File: config.mk
export PLATFORM = sky130hd
export DESIGN_NAME = slice_column_scheduler_flat
export DESIGN_NICKNAME = d
export VERILOG_FILES = /design/src/rtl/slice_column_scheduler_if.sv /design/src/rtl/slice_column_scheduler.sv /design/src/flat_wrapper.sv
export SDC_FILE = /design/constraint.sdc
export NUM_CORES = 1
export LEC_CHECK = 0
export CORE_MARGIN = 4
export CORE_UTILIZATION = 43
export CTS_CLUSTER_DIAMETER = 120
export CTS_CLUSTER_SIZE = 24
export DETAILED_ROUTE_END_ITERATION = 12
export PLACE_DENSITY = 0.8
export RECOVER_POWER = 100
export SLEW_MARGIN = 15
export SYNTH_ARGS = -nofsm -noshare
export SYNTH_HDL_FRONTEND = slang
export SYNTH_SLANG_ARGS = --single-unit
File: constraint.sdc
create_clock -name clock -period 3.1 [get_ports clock]
set_input_delay 0.62 -clock clock [delete_from_list [all_inputs] [get_ports clock]]
set_output_delay 0.62 -clock clock [all_outputs]
set_load 0.02 [all_outputs]
File: src/rtl/slice_column_scheduler_if.sv
// Bus bundle between the column scheduler and its neighbours: frame control
// and pose from the game-state registers, the slice-height calculator
// handshake, and the valid/ready channel into the VGA slice drawer.
// slave  : scheduler side
// master : environment side (game state, calculator, drawer)
interface slice_column_scheduler_if;
    logic               start_frame;
    logic signed [12:0] player_x_in;
    logic signed [12:0] player_y_in;
    logic signed [9:0]  angle_x_in;
    logic signed [9:0]  angle_y_in;
    logic               busy;
    logic               frame_done;
    logic signed [12:0] calc_player_x;
    logic signed [12:0] calc_player_y;
    logic signed [9:0]  calc_angle_x;
    logic signed [9:0]  calc_angle_y;
    logic [7:0]         calc_column;
    logic               calc_begin;
    logic               calc_end;
    logic [6:0]         calc_slice_size;
    logic               draw_valid;
    logic               draw_ready;
    logic [7:0]         draw_column;
    logic [6:0]         draw_height;
    logic               timeout_err;

    modport slave (
        input  start_frame, player_x_in, player_y_in, angle_x_in, angle_y_in,
        input  calc_end, calc_slice_size, draw_ready,
        output busy, frame_done,
        output calc_player_x, calc_player_y, calc_angle_x, calc_angle_y,
        output calc_column, calc_begin,
        output draw_valid, draw_column, draw_height, timeout_err
    );

    modport master (
        output start_frame, player_x_in, player_y_in, angle_x_in, angle_y_in,
        output calc_end, calc_slice_size, draw_ready,
        input  busy, frame_done,
        input  calc_player_x, calc_player_y, calc_angle_x, calc_angle_y,
        input  calc_column, calc_begin,
        input  draw_valid, draw_column, draw_height, timeout_err
    );
endinterface

File: src/rtl/slice_column_scheduler.sv
// Column scheduler: snapshots the pose at frame start, runs the slice-height
// calculator once per column, clamps each height and hands it to the drawer
// through a one-entry valid/ready output register plus a one-entry hold slot.
// Optional macro TIMEOUT_EN: abandon a column after CALC_TIMEOUT silent
// cycles, emit height 0 and raise the sticky timeout_err flag.
//
// state   | meaning
// --------+---------------------------------------------------------------
// S_IDLE  | no frame; waiting for start_frame
// S_ISSUE | calc_begin pulse for the current column
// S_WAIT  | waiting for calc_end (or timeout)
// S_HOLD  | result parked in the hold slot until the output register frees
// S_NEXT  | advance to the next column or finish
// S_DRAIN | last column loaded; wait for the drawer to take it
// S_DONE  | frame_done pulse
module slice_column_scheduler #(
    parameter int NUM_COLS     = 160,
    parameter int MAX_HEIGHT   = 120,
    parameter int CALC_TIMEOUT = 255
) (
    input  logic                    clock,
    input  logic                    reset,
    slice_column_scheduler_if.slave bus
);
    typedef enum logic [2:0] {
        S_IDLE, S_ISSUE, S_WAIT, S_HOLD, S_NEXT, S_DRAIN, S_DONE
    } state_t;

    localparam logic [7:0] LP_LAST_COL = 8'(NUM_COLS - 1);
    localparam logic [6:0] LP_MAX_H    = 7'(MAX_HEIGHT);

    if (NUM_COLS < 1 || NUM_COLS > 256 || MAX_HEIGHT < 0 || MAX_HEIGHT > 127 ||
        CALC_TIMEOUT < 1 || CALC_TIMEOUT > 255) begin : g_bad_param
        $error("slice_column_scheduler: parameter out of range");
    end

    state_t             r_state;
    state_t             w_next;
    logic [7:0]         r_col;
    logic signed [12:0] r_px, r_py;
    logic signed [9:0]  r_ax, r_ay;
    logic               r_draw_valid;
    logic [7:0]         r_draw_col;
    logic [6:0]         r_draw_h;
    logic [6:0]         r_hold_h;
    logic               w_free;
    logic               w_result;
    logic               w_expired;
    logic               w_load;
    logic               w_timeout_err;
    logic [6:0]         w_clamp_h;
    logic [6:0]         w_result_h;
    logic [6:0]         w_load_h;

    // A handoff and a reload in the same cycle is lossless, so a register
    // being drained this cycle already counts as free.
    assign w_free     = !r_draw_valid || bus.draw_ready;
    assign w_clamp_h  = (bus.calc_slice_size > LP_MAX_H) ? LP_MAX_H : bus.calc_slice_size;
    assign w_result   = (r_state == S_WAIT) && (bus.calc_end || w_expired);
    assign w_result_h = bus.calc_end ? w_clamp_h : 7'd0;

`ifdef TIMEOUT_EN
    localparam logic [7:0] LP_TMO_LOAD = 8'(CALC_TIMEOUT - 1);
    logic [7:0] r_wait_cnt;
    logic       r_timeout_err;

    // calc_end in the terminal cycle wins over the timeout.
    assign w_expired     = (r_state == S_WAIT) && !bus.calc_end && (r_wait_cnt == 8'd0);
    assign w_timeout_err = r_timeout_err;

    // Wait timer reloads on every issue and counts down while waiting; the error flag is sticky.
    always_ff @(posedge clock or posedge reset) begin
        if (reset) begin
            r_wait_cnt    <= 8'd0;
            r_timeout_err <= 1'b0;
        end else begin
            if (r_state == S_ISSUE) begin
                r_wait_cnt <= LP_TMO_LOAD;
            end else if (r_state == S_WAIT && r_wait_cnt != 8'd0) begin
                r_wait_cnt <= r_wait_cnt - 8'd1;
            end
            if (w_expired) begin
                r_timeout_err <= 1'b1;
            end
        end
    end
`else
    assign w_expired     = 1'b0;
    assign w_timeout_err = 1'b0;
`endif

    // State register.
    always_ff @(posedge clock or posedge reset) begin
        if (reset) begin
            r_state <= S_IDLE;
        end else begin
            r_state <= w_next;
        end
    end

    // Next-state decode and output-register load decision.
    always_comb begin
        w_next   = r_state;
        w_load   = 1'b0;
        w_load_h = r_hold_h;
        case (r_state)
            S_IDLE:  if (bus.start_frame) w_next = S_ISSUE;
            S_ISSUE: w_next = S_WAIT;
            S_WAIT: begin
                if (w_result) begin
                    if (w_free) begin
                        w_load   = 1'b1;
                        w_load_h = w_result_h;
                        w_next   = S_NEXT;
                    end else begin
                        w_next = S_HOLD;
                    end
                end
            end
            S_HOLD: begin
                if (w_free) begin
                    w_load = 1'b1;
                    w_next = S_NEXT;
                end
            end
            S_NEXT:  w_next = (r_col == LP_LAST_COL) ? S_DRAIN : S_ISSUE;
            S_DRAIN: if (w_free) w_next = S_DONE;
            S_DONE:  w_next = S_IDLE;
            default: w_next = S_IDLE;
        endcase
    end

    // Pose snapshot, column counter, hold slot and drawer output register.
    always_ff @(posedge clock or posedge reset) begin
        if (reset) begin
            r_col        <= 8'd0;
            r_px         <= '0;
            r_py         <= '0;
            r_ax         <= '0;
            r_ay         <= '0;
            r_hold_h     <= 7'd0;
            r_draw_valid <= 1'b0;
            r_draw_col   <= 8'd0;
            r_draw_h     <= 7'd0;
        end else begin
            if (r_state == S_IDLE && bus.start_frame) begin
                r_px  <= bus.player_x_in;
                r_py  <= bus.player_y_in;
                r_ax  <= bus.angle_x_in;
                r_ay  <= bus.angle_y_in;
                r_col <= 8'd0;
            end else if (r_state == S_NEXT && r_col != LP_LAST_COL) begin
                r_col <= r_col + 8'd1;
            end

            if (w_result && !w_free) begin
                r_hold_h <= w_result_h;
            end

            if (w_load) begin
                r_draw_valid <= 1'b1;
                r_draw_col   <= r_col;
                r_draw_h     <= w_load_h;
            end else if (bus.draw_ready) begin
                r_draw_valid <= 1'b0;
            end
        end
    end

    assign bus.busy          = (r_state != S_IDLE) && (r_state != S_DONE);
    assign bus.frame_done    = (r_state == S_DONE);
    assign bus.calc_begin    = (r_state == S_ISSUE);
    assign bus.calc_column   = r_col;
    assign bus.calc_player_x = r_px;
    assign bus.calc_player_y = r_py;
    assign bus.calc_angle_x  = r_ax;
    assign bus.calc_angle_y  = r_ay;
    assign bus.draw_valid    = r_draw_valid;
    assign bus.draw_column   = r_draw_col;
    assign bus.draw_height   = r_draw_h;
    assign bus.timeout_err   = w_timeout_err;
endmodule
File: src/flat_wrapper.sv
// flat-port wrapper written by rule: the top's interface ports become plain ports
module slice_column_scheduler_flat 
#(
    parameter int NUM_COLS     = 160,
    parameter int MAX_HEIGHT   = 120,
    parameter int CALC_TIMEOUT = 255
)
  (clock, reset, bus_start_frame, bus_player_x_in, bus_player_y_in, bus_angle_x_in, bus_angle_y_in, bus_calc_end, bus_calc_slice_size, bus_draw_ready, bus_busy, bus_frame_done, bus_calc_player_x, bus_calc_player_y, bus_calc_angle_x, bus_calc_angle_y, bus_calc_column, bus_calc_begin, bus_draw_valid, bus_draw_column, bus_draw_height, bus_timeout_err);
  slice_column_scheduler_if bus_i ();
  input  logic clock;
  input  logic reset;
  input wire logic [$bits(bus_i.start_frame)-1:0] bus_start_frame;
  input wire logic [$bits(bus_i.player_x_in)-1:0] bus_player_x_in;
  input wire logic [$bits(bus_i.player_y_in)-1:0] bus_player_y_in;
  input wire logic [$bits(bus_i.angle_x_in)-1:0] bus_angle_x_in;
  input wire logic [$bits(bus_i.angle_y_in)-1:0] bus_angle_y_in;
  input wire logic [$bits(bus_i.calc_end)-1:0] bus_calc_end;
  input wire logic [$bits(bus_i.calc_slice_size)-1:0] bus_calc_slice_size;
  input wire logic [$bits(bus_i.draw_ready)-1:0] bus_draw_ready;
  output wire logic [$bits(bus_i.busy)-1:0] bus_busy;
  output wire logic [$bits(bus_i.frame_done)-1:0] bus_frame_done;
  output wire logic [$bits(bus_i.calc_player_x)-1:0] bus_calc_player_x;
  output wire logic [$bits(bus_i.calc_player_y)-1:0] bus_calc_player_y;
  output wire logic [$bits(bus_i.calc_angle_x)-1:0] bus_calc_angle_x;
  output wire logic [$bits(bus_i.calc_angle_y)-1:0] bus_calc_angle_y;
  output wire logic [$bits(bus_i.calc_column)-1:0] bus_calc_column;
  output wire logic [$bits(bus_i.calc_begin)-1:0] bus_calc_begin;
  output wire logic [$bits(bus_i.draw_valid)-1:0] bus_draw_valid;
  output wire logic [$bits(bus_i.draw_column)-1:0] bus_draw_column;
  output wire logic [$bits(bus_i.draw_height)-1:0] bus_draw_height;
  output wire logic [$bits(bus_i.timeout_err)-1:0] bus_timeout_err;
  assign bus_i.start_frame = bus_start_frame;
  assign bus_i.player_x_in = bus_player_x_in;
  assign bus_i.player_y_in = bus_player_y_in;
  assign bus_i.angle_x_in = bus_angle_x_in;
  assign bus_i.angle_y_in = bus_angle_y_in;
  assign bus_i.calc_end = bus_calc_end;
  assign bus_i.calc_slice_size = bus_calc_slice_size;
  assign bus_i.draw_ready = bus_draw_ready;
  assign bus_busy = bus_i.busy;
  assign bus_frame_done = bus_i.frame_done;
  assign bus_calc_player_x = bus_i.calc_player_x;
  assign bus_calc_player_y = bus_i.calc_player_y;
  assign bus_calc_angle_x = bus_i.calc_angle_x;
  assign bus_calc_angle_y = bus_i.calc_angle_y;
  assign bus_calc_column = bus_i.calc_column;
  assign bus_calc_begin = bus_i.calc_begin;
  assign bus_draw_valid = bus_i.draw_valid;
  assign bus_draw_column = bus_i.draw_column;
  assign bus_draw_height = bus_i.draw_height;
  assign bus_timeout_err = bus_i.timeout_err;
  slice_column_scheduler #(.NUM_COLS(NUM_COLS), .MAX_HEIGHT(MAX_HEIGHT), .CALC_TIMEOUT(CALC_TIMEOUT)) u_core (.clock(clock), .reset(reset), .bus(bus_i));
endmodule
==> flow_summary.json <==
{
  "finalHoldViolCount": 0,
  "first_global_vias": 2571,
  "root_buffer": "clkbuf_8",
  "portBuffers": 130,
  "worstPathArrival_ns": 2.87,
  "violations": "max-capacitance violations, max-slew violations",
  "irDropWorstVdd_mv": 0.566,
  "ys_warn_count": 0,
  "grt_first_pass_wirelength_um": 12600,
  "rows": 31,
  "drive_gt1_share_pct": 19.1,
  "crit_type": "input port to register",
  "cp-end-kind": "register",
  "synth_most_common_cell": "dfrtp_1",
  "synth_top_area_share_pct": 60.4,
  "fin_crit_sh_pct": 85.7,
  "intPower_uw": 2990,
  "setup_violations": 0,
  "synth_area_um2": 3310,
  "die_y_um": 95.8,
  "grt_max_degree": 55,
  "cp.required_ns": 3.31,
  "dpl.hpwl_um": 5680,
  "clk_pin_slew_ns": 0.08,
  "grt_usage_pct": 18.1,
  "final_cell_area_um2": 4900,
  "ys_seq_area_share_pct": 60.4,
  "clock_skew_ns": 0.0144,
  "io_pins": 132,
  "cts_max_path_buffers": 2,
  "drtIter0Drc": 74,
  "final_cells": 482,
  "wl_per_cell_um": 16.1,
  "cts_num_sinks": 80,
  "die_x_um": 95.8,
  "synth_commonest_cells": "dfrtp_1 (80), mux2_2 (49), nor2_1 (16)",
  "status": "finished, violations left",
  "clk_latency_ns": 0.33,
  "antenna_found_initial": 0,
  "vias": 2394,
  "synth_area_leaders": "dfrtp_1 (60%), mux2_2 (17%), mux2_1 (3.4%)",
  "gp_congestion": 0.760,
  "ant_nets": 0,
  "syn_to_final_growth_pct": 48.0,
  "post_cts.repair.setup_buffers": 0,
  "cts_tree": "yes",
  "synth.avg_cell_area_um2": 13.5,
  "cp_max_fo": 54,
  "htreeDepth": 3,
  "final.min_clock_period_ns": 2.66,
  "tightestPinTransition_ns": 1.51,
  "fin_ws_ns": 0.444,
  "diodes": 0,
  "combPwrFrac_pct": 46.2,
  "drv_cap": 1,
  "post-place-ws_ns": 0.652,
  "syn_inst": 245,
  "fin_setup_tns_ns": 0,
  "rsz0062_at_grt": "false",
  "synth_area_leader_cell": "dfrtp_1",
  "wirelength_um": 7770,
  "dp.cells": 466,
  "switching_share_pct": 36.9,
  "p_leak_uw": 0.00218,
  "ys_ff_latch": 80,
  "coreArea_um2": 7370,
  "cts_made_buffers": 9,
  "power_frac_clock_pct": 16.7,
  "drtPass1Iterations": 4,
  "cts.repair.resized": 0,
  "drv_slew": 34,
  "synth.distinct_cells": 37,
  "drc": 0,
  "initial_utilization_pct": 45.0,
  "rrSetupSlack_ns": 0.67,
  "start_kind": "input port",
  "p_sw_uw": 1750,
  "final_nets": 437,
  "relSlewSlack_pct": -1.27,
  "p_seq_share_pct": 37.1,
  "overflow": 0,
  "die-area_um2": 9170,
  "syn_nets": 304,
  "hold_class": "register to register",
  "synth_edf_count": 0,
  "post-route-util_pct": 66.5,
  "placed_cell_area_um2": 4720,
  "power.density_nw_per_um2": 967,
  "vias_per_cell": 4.97,
  "ys.flop_type": "dfrtp_1",
  "ctsHoldBuffers": 0,
  "fmax_mhz": 377,
  "ys_async_sr_fraction_pct": 100
}
[critical path: stages]
cell and delay [ns]:
clkdlybuf4s50_1 0.45, nor2b_1 0.16, nor3b_2 0.18, clkbuf_2 0.98
mux2_2 0.43
[flip-flops by register name (all words and copies together) (netlist names)]
signal / count
u_core.bus.calc_player_x: 13
u_core.bus.calc_player_y: 13
u_core.bus.calc_angle_x: 10
u_core.bus.calc_angle_y: 10
u_core.bus.calc_column: 8
u_core.bus.draw_column: 8
u_core.bus.draw_height: 7
u_core.r_hold_h: 7
u_core.r_state: 3
u_core.bus.draw_valid: 1
[logic make-up (layout without fill, tap and decap cells)]
kind of cell | after synthesis | count (layout) | share of synthesized area, %
AO/OA/AOI/OAI | 23 | 23 | 3.85
XOR/XNOR | 3 | 3 | 0.793
adder cells (fa/ha/maj) | 1 | 1 | 0.378
buffers and inverters | 13 | 151 | 2.49
flip-flops | 80 | 80 | 60.4
multiplexers | 66 | 66 | 22.2
other | 1 | 1 | 0.113
AND/OR/NAND/NOR | 58 | 58 | 9.78
[path summary, 6_finish.rpt]
| check | startpoint | to | cells past startpoint |
|---|---|---|---|
| min in group asynchronous | reset | u_core.bus.calc_player_x[2]$_DFFE_PP0P_ | 2 |
| min reg2reg | u_core.bus.calc_player_y[11]$_DFFE_PP0P_ | u_core.bus.calc_player_y[11]$_DFFE_PP0P_ | 1 |
| min | u_core.bus.calc_player_y[11]$_DFFE_PP0P_ | u_core.bus.calc_player_y[11]$_DFFE_PP0P_ | 1 |
| max | bus_start_frame | u_core.bus.calc_player_y[2]$_DFFE_PP0P_ | 5 |
| max in group asynchronous | reset | u_core.bus.calc_player_x[0]$_DFFE_PP0P_ | 3 |
| max reg2reg | u_core.r_state[0]$_DFFE_PP0P_ | u_core.bus.calc_player_y[2]$_DFFE_PP0P_ | 4 |
[power by group through the flow]
stage                     sequential, uW  combinational [uW]  clock [uW]
final                               1760                2190         792
after global routing                1830                2350         864
after CTS                           1780                2390         816
after detailed placement            1800                2370           0
after global placement              1770                2340           0
after floorplan                     2220                 855           0
[stage by stage]
stage | total power, uW | hold slack (ns)
floorplan | 3070 | 0.450
finish | 4740 | 0.489
CTS | 4990 | 0.498
detailed placement | 4170 | 0.479
global route | 5050 | 0.520
global placement | 4110 | 0.466
[metal layers]
metal | part of all wire (%) | global-route usage [%] | vias up
met5 | 0 | 0 | -
met4 | 1.1 | 6.99 | 0
met3 | 13 | 9.54 | 6
met2 | 46 | 27.2 | 101
met1 | 40 | 22.0 | 1163
li1 | - | - | 1124
[cell type report]
| class | instances | area [um2] |
|---|---|---|
| timing repair buffer | 133 | 1330 |
| fill | 578 | 2470 |
| clock buffer | 12 | 155 |
| clock inverter | 4 | 51.3 |
| multi-input combinational | 152 | 1230 |
| inverter | 2 | 8.76 |
| tap | 99 | 124 |
| sequential | 80 | 2000 |
[cell usage in the layout (no fill, tap or decap), types with 4 or more instances in the layout]
cell type and instances:
dfrtp_1 80, dlygate4sd3_1 76, clkdlybuf4s50_1 54, mux2_2 49, nor2_1 16, nand2_1 11, clkbuf_8 11, mux2_1 10
a21oi_1 9, o21ai_0 8, mux2i_1 7, nand4_1 4, nand3_1 4
No activity file was read; power rests on OpenSTA's default activity.
